[src/rtl/burst_arbiter.sv]
// Two-requester round-robin burst arbiter feeding an accumulate-and-replay engine.
// Forwards up to MAX_LEN samples per burst and waits for the engine's OUT_VALID pulse.
module burst_arbiter #(
  parameter int unsigned MAX_LEN = 5,
  parameter int unsigned TIMEOUT = 31
) (
  input  logic       CLK,
  input  logic       RST,
  input  logic       REQ0,
  input  logic       REQ1,
  input  logic       IN_VALID0,
  input  logic       IN_VALID1,
  input  logic [2:0] INPUT0,
  input  logic [2:0] INPUT1,
  output logic       GNT0,
  output logic       GNT1,
  output logic       ENG_IN_VALID,
  output logic [2:0] ENG_INPUT,
  input  logic       ENG_OUT_VALID,
  output logic       DONE0,
  output logic       DONE1,
  output logic       OVF,
  output logic       ERR,
  output logic       BUSY
);

  localparam int unsigned DW = 3;
  localparam int unsigned CW = 3;
  localparam int unsigned TW = $clog2(TIMEOUT + 1);

  localparam logic [2:0] S_IDLE     = 3'd0;
  localparam logic [2:0] S_GRANT    = 3'd1;
  localparam logic [2:0] S_STREAM   = 3'd2;
  localparam logic [2:0] S_WAIT_ENG = 3'd3;
  localparam logic [2:0] S_RELEASE  = 3'd4;

  logic [2:0]    state, state_nxt;
  logic          pri, pri_nxt;
  logic          sel, sel_nxt;
  logic [CW-1:0] cnt, cnt_nxt;
  logic [TW-1:0] tmo, tmo_nxt;
  logic          seen, seen_nxt;
  logic          gnt0_nxt, gnt1_nxt, eiv_nxt, done0_nxt, done1_nxt;
  logic          ovf_nxt, err_nxt, busy_nxt;
  logic [DW-1:0] ein_nxt;

  logic          req_s, iv_s, win;
  logic [DW-1:0] in_s;

  // Granted requester's view; the other requester is ignored.
  always_comb begin
    req_s = sel ? REQ1 : REQ0;
    iv_s  = sel ? IN_VALID1 : IN_VALID0;
    in_s  = sel ? INPUT1 : INPUT0;
  end

  // Next-state and registered-output logic.
  always_comb begin
    state_nxt = state;
    pri_nxt   = pri;
    sel_nxt   = sel;
    cnt_nxt   = cnt;
    tmo_nxt   = tmo;
    seen_nxt  = seen;
    gnt0_nxt  = GNT0;
    gnt1_nxt  = GNT1;
    eiv_nxt   = 1'b0;
    ein_nxt   = '0;
    done0_nxt = 1'b0;
    done1_nxt = 1'b0;
    ovf_nxt   = OVF;
    err_nxt   = 1'b0;
    win       = 1'b0;

    if ((state == S_GRANT || state == S_STREAM) && iv_s) begin
      if (cnt == CW'(MAX_LEN)) begin
        ovf_nxt = 1'b1;
      end else begin
        eiv_nxt = 1'b1;
        ein_nxt = in_s;
        cnt_nxt = cnt + CW'(1);
      end
    end

    case (state)
      S_IDLE: begin
        if (REQ0 || REQ1) begin
          win       = (REQ0 && REQ1) ? pri : REQ1;
          sel_nxt   = win;
          gnt0_nxt  = !win;
          gnt1_nxt  = win;
          ovf_nxt   = 1'b0;
          cnt_nxt   = '0;
          state_nxt = S_GRANT;
        end
      end
      S_GRANT: begin
        if (iv_s) begin
          state_nxt = S_STREAM;
        end else if (!req_s) begin
          gnt0_nxt  = 1'b0;
          gnt1_nxt  = 1'b0;
          state_nxt = S_IDLE;
        end
      end
      S_STREAM: begin
        if (!iv_s) begin
          tmo_nxt   = '0;
          seen_nxt  = 1'b0;
          state_nxt = S_WAIT_ENG;
        end
      end
      S_WAIT_ENG: begin
        tmo_nxt = tmo + TW'(1);
        if (ENG_OUT_VALID) seen_nxt = 1'b1;
        if (seen && !ENG_OUT_VALID) begin
          done0_nxt = !sel;
          done1_nxt = sel;
          state_nxt = S_RELEASE;
        end else if (tmo == TW'(TIMEOUT - 1)) begin
          err_nxt   = 1'b1;
          gnt0_nxt  = 1'b0;
          gnt1_nxt  = 1'b0;
          pri_nxt   = !sel;
          state_nxt = S_IDLE;
        end
      end
      S_RELEASE: begin
        gnt0_nxt  = 1'b0;
        gnt1_nxt  = 1'b0;
        pri_nxt   = !sel;
        state_nxt = S_IDLE;
      end
      default: begin
        gnt0_nxt  = 1'b0;
        gnt1_nxt  = 1'b0;
        state_nxt = S_IDLE;
      end
    endcase

    busy_nxt = (state_nxt != S_IDLE);
  end

  always_ff @(posedge CLK or posedge RST) begin
    if (RST) begin
      state        <= S_IDLE;
      pri          <= 1'b0;
      sel          <= 1'b0;
      cnt          <= '0;
      tmo          <= '0;
      seen         <= 1'b0;
      GNT0         <= 1'b0;
      GNT1         <= 1'b0;
      ENG_IN_VALID <= 1'b0;
      ENG_INPUT    <= '0;
      DONE0        <= 1'b0;
      DONE1        <= 1'b0;
      OVF          <= 1'b0;
      ERR          <= 1'b0;
      BUSY         <= 1'b0;
    end else begin
      state        <= state_nxt;
      pri          <= pri_nxt;
      sel          <= sel_nxt;
      cnt          <= cnt_nxt;
      tmo          <= tmo_nxt;
      seen         <= seen_nxt;
      GNT0         <= gnt0_nxt;
      GNT1         <= gnt1_nxt;
      ENG_IN_VALID <= eiv_nxt;
      ENG_INPUT    <= ein_nxt;
      DONE0        <= done0_nxt;
      DONE1        <= done1_nxt;
      OVF          <= ovf_nxt;
      ERR          <= err_nxt;
      BUSY         <= busy_nxt;
    end
  end

endmodule

[config.mk]
export PLATFORM = sky130hd
export DESIGN_NAME = burst_arbiter
export DESIGN_NICKNAME = d
export VERILOG_FILES = /design/src/rtl/burst_arbiter.sv
export SDC_FILE = /design/constraint.sdc
export NUM_CORES = 1
export LEC_CHECK = 0
export CORE_MARGIN = 4
export CORE_UTILIZATION = 50
export CTS_CLUSTER_DIAMETER = 40
export DETAILED_ROUTE_END_ITERATION = 7
export GPL_TIMING_DRIVEN = 0
export PLACE_DENSITY_LB_ADDON = 0.3
export SYNTH_ARGS = -nofsm -noshare
export SYNTH_HDL_FRONTEND = slang
export SYNTH_SLANG_ARGS = --single-unit
[constraint.sdc]
create_clock -name CLK -period 2.4 [get_ports CLK]
set_clock_uncertainty 0.1 [all_clocks]
set_input_delay 0.72 -clock CLK [delete_from_list [all_inputs] [get_ports CLK]]
set_output_delay 0.72 -clock CLK [all_outputs]
set_load 0.005 [all_outputs]
* After elaboration in Yosys (flattened, before gate mapping)
Cells that the tools add are included.
** Word-level totals
- Output and inout port bits :: 11
- Word-level logic and storage cells :: 94
- Bits in registers :: 25
- Input port bits :: 13
** Operators by class
- Bitwise logic cells :: 1
- Reduce and logical (&&, ||, !) cells :: 17
- Equal/unequal tests :: 13
- Muxes and demuxes :: 46
- Add/sub/neg operators :: 2
** Operator list (count)
- $mux W3 :: 13
- $mux W1 :: 26
- $ne A2 B2 Y1 const B :: 7
- $pmux W3 S4 :: 1
- $pmux W5 S2 :: 1
- $pmux W1 S4 :: 2
- $eq A3 B2 Y1 const B :: 2
- $eq A3 B3 Y1 const B :: 2
- $reduce_and A3 Y1 :: 2
- $reduce_and A6 Y1 :: 1
- $add A5 B1 Y5 const B :: 1
- $eq A5 B5 Y1 const B :: 1
- $mux W5 :: 1
- $pmux W1 S2 :: 2
- $reduce_and A2 Y1 :: 2
- $reduce_bool A2 Y1 :: 2
- $add A3 B1 Y3 const B :: 1
- $eq A3 B1 Y1 const B :: 1
- $logic_and A1 B1 Y1 :: 3
- $logic_not A1 Y1 :: 3
- $logic_not A3 Y1 :: 1
- $reduce_bool A3 Y1 :: 1
- $logic_or A1 B1 Y1 :: 2
- $not A1 Y1 :: 1

* Depth between registers and ports, before layout
- Depth after elaboration :: 6
- Gate-level depth with buffers :: 7
- Depth with buffers taken out :: 6

* Worst setup path after synthesis
No wires, ideal clock.
- Path type :: input to register
- Start :: in IN_VALID1
- End :: reg cnt[0]
- Stages :: 4
- Path slack :: 749 ps
- Path buffers :: 0
- Data required time :: 2179 ps
- Setup time :: 121 ps
- Data arrival time :: 1431 ps
- Path through :: mux2i_1 a2111o_1 xor2_1 nor2_1
** On the way
- Longest elaborated chain between the ends :: 5
** Ends and longest elaborated chain
- start: declaration :: RTL line 12 : input logic IN_VALID1,
- $mux W1 (*) :: RTL line 53 : iv_s = sel ? IN_VALID1 : IN_VALID0;
- $logic_and A1 B1 Y1 (*) :: RTL line 75 : if ((state == S_GRANT || state == S_STREAM) && iv_s) begin
- $mux W3 (*) :: RTL line 75
- $mux W3 :: RTL line 87 : if (REQ0 || REQ1) begin
- $mux W3 (*) :: RTL line 85 : case (state)
- named net cnt_nxt[0] :: RTL line 40 : logic [CW-1:0] cnt, cnt_nxt;
- end signal: assignment :: RTL line 165 : cnt <= cnt_nxt;
- end: declaration :: RTL line 40
Mark *: on every way through the listed nets, which the timed path passes. The rest lies on a longest branch.
A chain may end at the register's enable or synchronous reset.

* Worst setup path after layout
- Start :: in IN_VALID1
- End :: reg tmo[3]
** On the way
- Longest elaborated chain between the ends :: 3
** Ends and longest elaborated chain
- $mux W1 :: RTL line 53
- $ne A2 B2 Y1 (no source line)
- $reduce_and A2 Y1 (no source line)
- end signal: assignment :: RTL line 166 : tmo <= tmo_nxt;
- end: declaration :: RTL line 41 : logic [TW-1:0] tmo, tmo_nxt;
Every way passes these cells.

==> results.md <==
| Group | Quantity | Value |
|---|---|---|
| power and ir drop | Clk network pwr share | 0.111 |
| setup path | Setup crit end kind | flip-flop |
| routing | Number of nets with antenna violations after detailed routing | 0 |
| placement | Final weighted congestion of routability-driven global placement | 0.818 |
| hold path | Cells on Worst Hold Path | 1 |
| layout | Share of post-route cells with drive strength above 1 | 0.0513 |
| sta | Minimum clock period | 2.09 ns |
| setup path | Most repeated library cell on the critical path | o21ai_0 |
| power and ir drop | Net switching power of the design | 658 uW |
| routing | Number of vias per cell | 5.64 |
| sta | Remaining max-slew budget at the tightest pin | 0.369 |
| grt | Global-route wire length before repair | 4.59 mm |
| logic synthesis | Warnings from Yosys | 0 |
| clock network | Deepest clock path buffer count | 2 |
| clock network | TritonCTS clock tree | done |
| grt | Remaining global-route overflow | 0 |
| logic synthesis | Proportion of synthesized chip area in sequential cells | 0.493 |
| grt | Overall fraction of global-route tracks in use | 0.174 |
| setup path | End of the worst register-to-register path | GNT1 |
| sta | Final Max Slew Viols | 0 |
| clock network | Hold buffer count at CTS | 0 |
| setup path | Critical path fanouts, max | 5 |
| setup path | Kind of critical path | in -> reg |
| layout | Core Util, Final | 0.674 |
| clock network | Clock latency on the worst-skew pair | 0.31 ns |
| setup path | Master of the slowest instance on the critical path | o21ai_0 |
| sta | Unrepaired setup endpoints after global routing | no |
| routing | Initial DRC count | 42 |
| grt | Vias in the first global route | 1050 |
| logic synthesis | Post-Syn Area per Cell | 9.84 sq um |
| layout | Design Area, Final | 0.00156 sq mm |
| clock network | Clock slew at the register clock pins of the worst setup and hold paths | 0.13 ns |
| hold path | Class of the most critical hold timing path | reg -> reg |
| hold path | Terminating pin of the worst hold path | cnt[2] |
| clock network | Resized cells post-CTS | 0 |
| logic synthesis | Post-synthesis async set-or-reset flop share | 1.00 |
| setup path | Worst R2R Path Depth | 7 |
| sta | Number of endpoints failing setup at the final stage | 0 |
| setup path | Longest individual stage delay on the worst path | 0.53 ns |
| clock network | Number of clock sinks seen by CTS | 25 |
| power and ir drop | Power density cells | 1070 mW/mm^2 |
| logic synthesis | Post-synth EDFFs | 0 |
| grt | Largest net degree at the start of global routing | 26 |
| logic synthesis | Total of flip-flops plus latches after synthesis | 25 |
| setup path | Worst EP arrival | 2.22 ns |
| clock network | Setup repair bufs after CTS | 0 |
| routing | DRC violations left | 0 |
| layout | Diode count | 0 |
| routing | First-pass detailed-route iteration total | 4 |
| placement | Standard cell area after detailed placement | 0.00154 sq mm |
| logic synthesis | Post-Synthesis Cells | 129 |
| placement | Number of buffer cells added on primary ports | 23 |
| die | Initial cell density of the core | 0.548 |
| die | Die outline area | 0.00341 sq mm |
| setup path | Crit path required time | 2.53 ns |
| logic synthesis | Main area contributors after synthesis | dfrtp_1 49%, mux2i_1 5.5%, o21ai_0 4.3% |
| setup path | Startpoint of the worst setup timing path | IN_VALID1 |
| hold path | Min-delay src | cnt[2] |
| grt | Initial antenna violation count | 0 |
| routing | Vias after detailed routing | 1038 |
| clock network | Count of H-tree levels built during CTS | 1 |
| logic synthesis | Top cell type's share of synthesized area | 0.493 |
| die | Number of placement rows | 17 |
| logic synthesis | Unique masters post-synth | 35 |
| sta | Final worst path period share | 0.871 |
| layout | Area growth syn-to-layout | 23.0% |
| logic synthesis | Post-Synthesis Cell Area | 0.00127 sq mm |
| run | Number of violations of the max-capacitance limit | 0 |
| setup path | Critical path cell sequence | clkdlybuf4s50_1, mux2i_1, o21ai_0, o21ai_0, o31ai_1 |
| power and ir drop | Part of the total power dissipated in combinational logic | 0.485 |
| sta | Post-Route Setup TNS | 0 ns |
| power and ir drop | Overall power after layout | 1.66 mW |
| logic synthesis | Number of nets in the synthesized netlist | 146 |
| clock network | Root buf cell | clkbuf_4 |
| die | Vertical die dimension | 58.4 um |
| power and ir drop | Static leakage | 0.692 nW |
| logic synthesis | Ys flop type | dfrtp_1 |
| power and ir drop | Cell internal power dissipation | 1.01 mW |
| clock network | Number of clock buffers inserted by TritonCTS | 3 |
| power and ir drop | Switching fraction of total power | 0.396 |
| routing | Mean routed wirelength per cell | 14.6 um |
| placement | Dpl hpwl | 2.01 mm |
| sta | Max frequency | 0.478 GHz |
| die | CORE AREA | 0.00232 sq mm |
| sta | Worst Max-Slew Pin Slew | 0.946 ns |
| setup path | R2r startpoint | tmo[0] |
| die | Die X | 58.4 um |
| run status | Run status | finished, final reports clean |
| die | Top-Level Pins | 24 |
| routing | Detailed Route WL | 2.69 mm |
| setup path | FF-to-FF setup slack | 0.59 ns |
| layout | Final net count | 174 |
| power and ir drop | VDD IR-drop max | 0.608 mV |
| sta | Final hold violation count | 0 |
| power and ir drop | Sequential group share of total power | 0.404 |
| logic synthesis | Post-synthesis cell type with the largest combined area | dfrtp_1 |
| setup path | Nature of the critical path startpoint | primary input |
==> synth_stat cells (2+ instances only) <==
master and count:
nand2b_1 4, clkbuf_1 2, o21ai_0 11, xor2_1 2, nor2_1 13, nand2_1 8
o31ai_1 2, a21oi_1 6, a31oi_1 3, nand3_1 6, nor3_1 3, nand3b_1 2
o21bai_1 2, ha_1 4, buf_2 3, mux2i_1 7, dfrtp_1 25, nor2b_1 3
inv_1 7
==> layout by cell type (no fill, tap or decap), types with 4 or more instances in the layout <==
cell type and n:
a21oi_1 6, clkdlybuf4s50_1 23, dfrtp_1 25, ha_1 4, inv_1 7, mux2i_1 7, nand2_1 8, nand2b_1 4
nand3_1 6, nor2_1 13, o21ai_0 11
==> how the worst max path moves through the flow <==
stage | end | slack [ns] | depth (start not counted)
5_1_grt | tmo[3] | 0.30 | 5
3_5_place_dp | tmo[3] | 0.04 | 5
3_3_place_gp | cnt[0] | 0.10 | 5
6_report | tmo[3] | 0.31 | 5
2_1_floorplan | cnt[0] | 0.75 | 4
4_1_cts | tmo[3] | 0.37 | 5
==> power by group through the flow <==
stage	Clock [mW]	Sequential [mW]	Combinational, mW
3_3_place_gp	0	0.669	0.762
3_5_place_dp	0	0.681	0.807
4_1_cts	0.193	0.671	0.810
2_1_floorplan	0	0.665	0.540
5_1_grt	0.216	0.694	0.902
6_report	0.185	0.672	0.807
==> area by class of cell <==
class                      instances  area (sq um)
inverter                           7          26.3
multi-input combinational         91           584
buffer                             6          33.8
fill                             193           757
timing repair buffer              23           230
clock buffer                       4          26.3
sequential                        25           626
tap                               28          35.0
==> state kept, by name, indices dropped and copies added, names as in the netlist, 3 cells and up <==
| register | cells |
|---|---|
| ENG_INPUT | 3 |
| cnt | 3 |
| tmo | 5 |
| state | 3 |
==> layer usage <==
metal | global-route usage | wire (um)
met1 | 0.219 | 1140
met2 | 0.289 | 1350
met3 | 0.0351 | 195
met4 | 0.0728 | 8
met5 | 0 | 0
==> kinds of logic (layout without fill, tap and decap cells) <==
family	after synthesis	count (layout)	synth area share
AOI/OAI and AO/OA	31	31	0.153
DFF	25	25	0.493
and+or+nand+nor	46	46	0.187
muxes	8	8	0.0670
xor gates and xnor gates	2	2	0.0138
buffers and inverters	13	40	0.0473
adders and majority gates	4	4	0.0394
==> per-stage QoR <==
stage,hold slack (ns),std cells,setup slack [ns]
final,0.399,184,0.310
after floorplan,0.340,129,0.749
after global routing,0.440,184,0.300
after global placement,0.360,180,0.100
after detailed placement,0.376,180,0.0406
after CTS,0.400,184,0.366
==> worst max-delay path: cells and delay by family <==
kind                   cells  cell delay [ns]
AOI/OAI and AO/OA          3             0.82
buffers and inverters      1             0.51
muxes                      1             0.16
(Power assumes the default switching activity.)
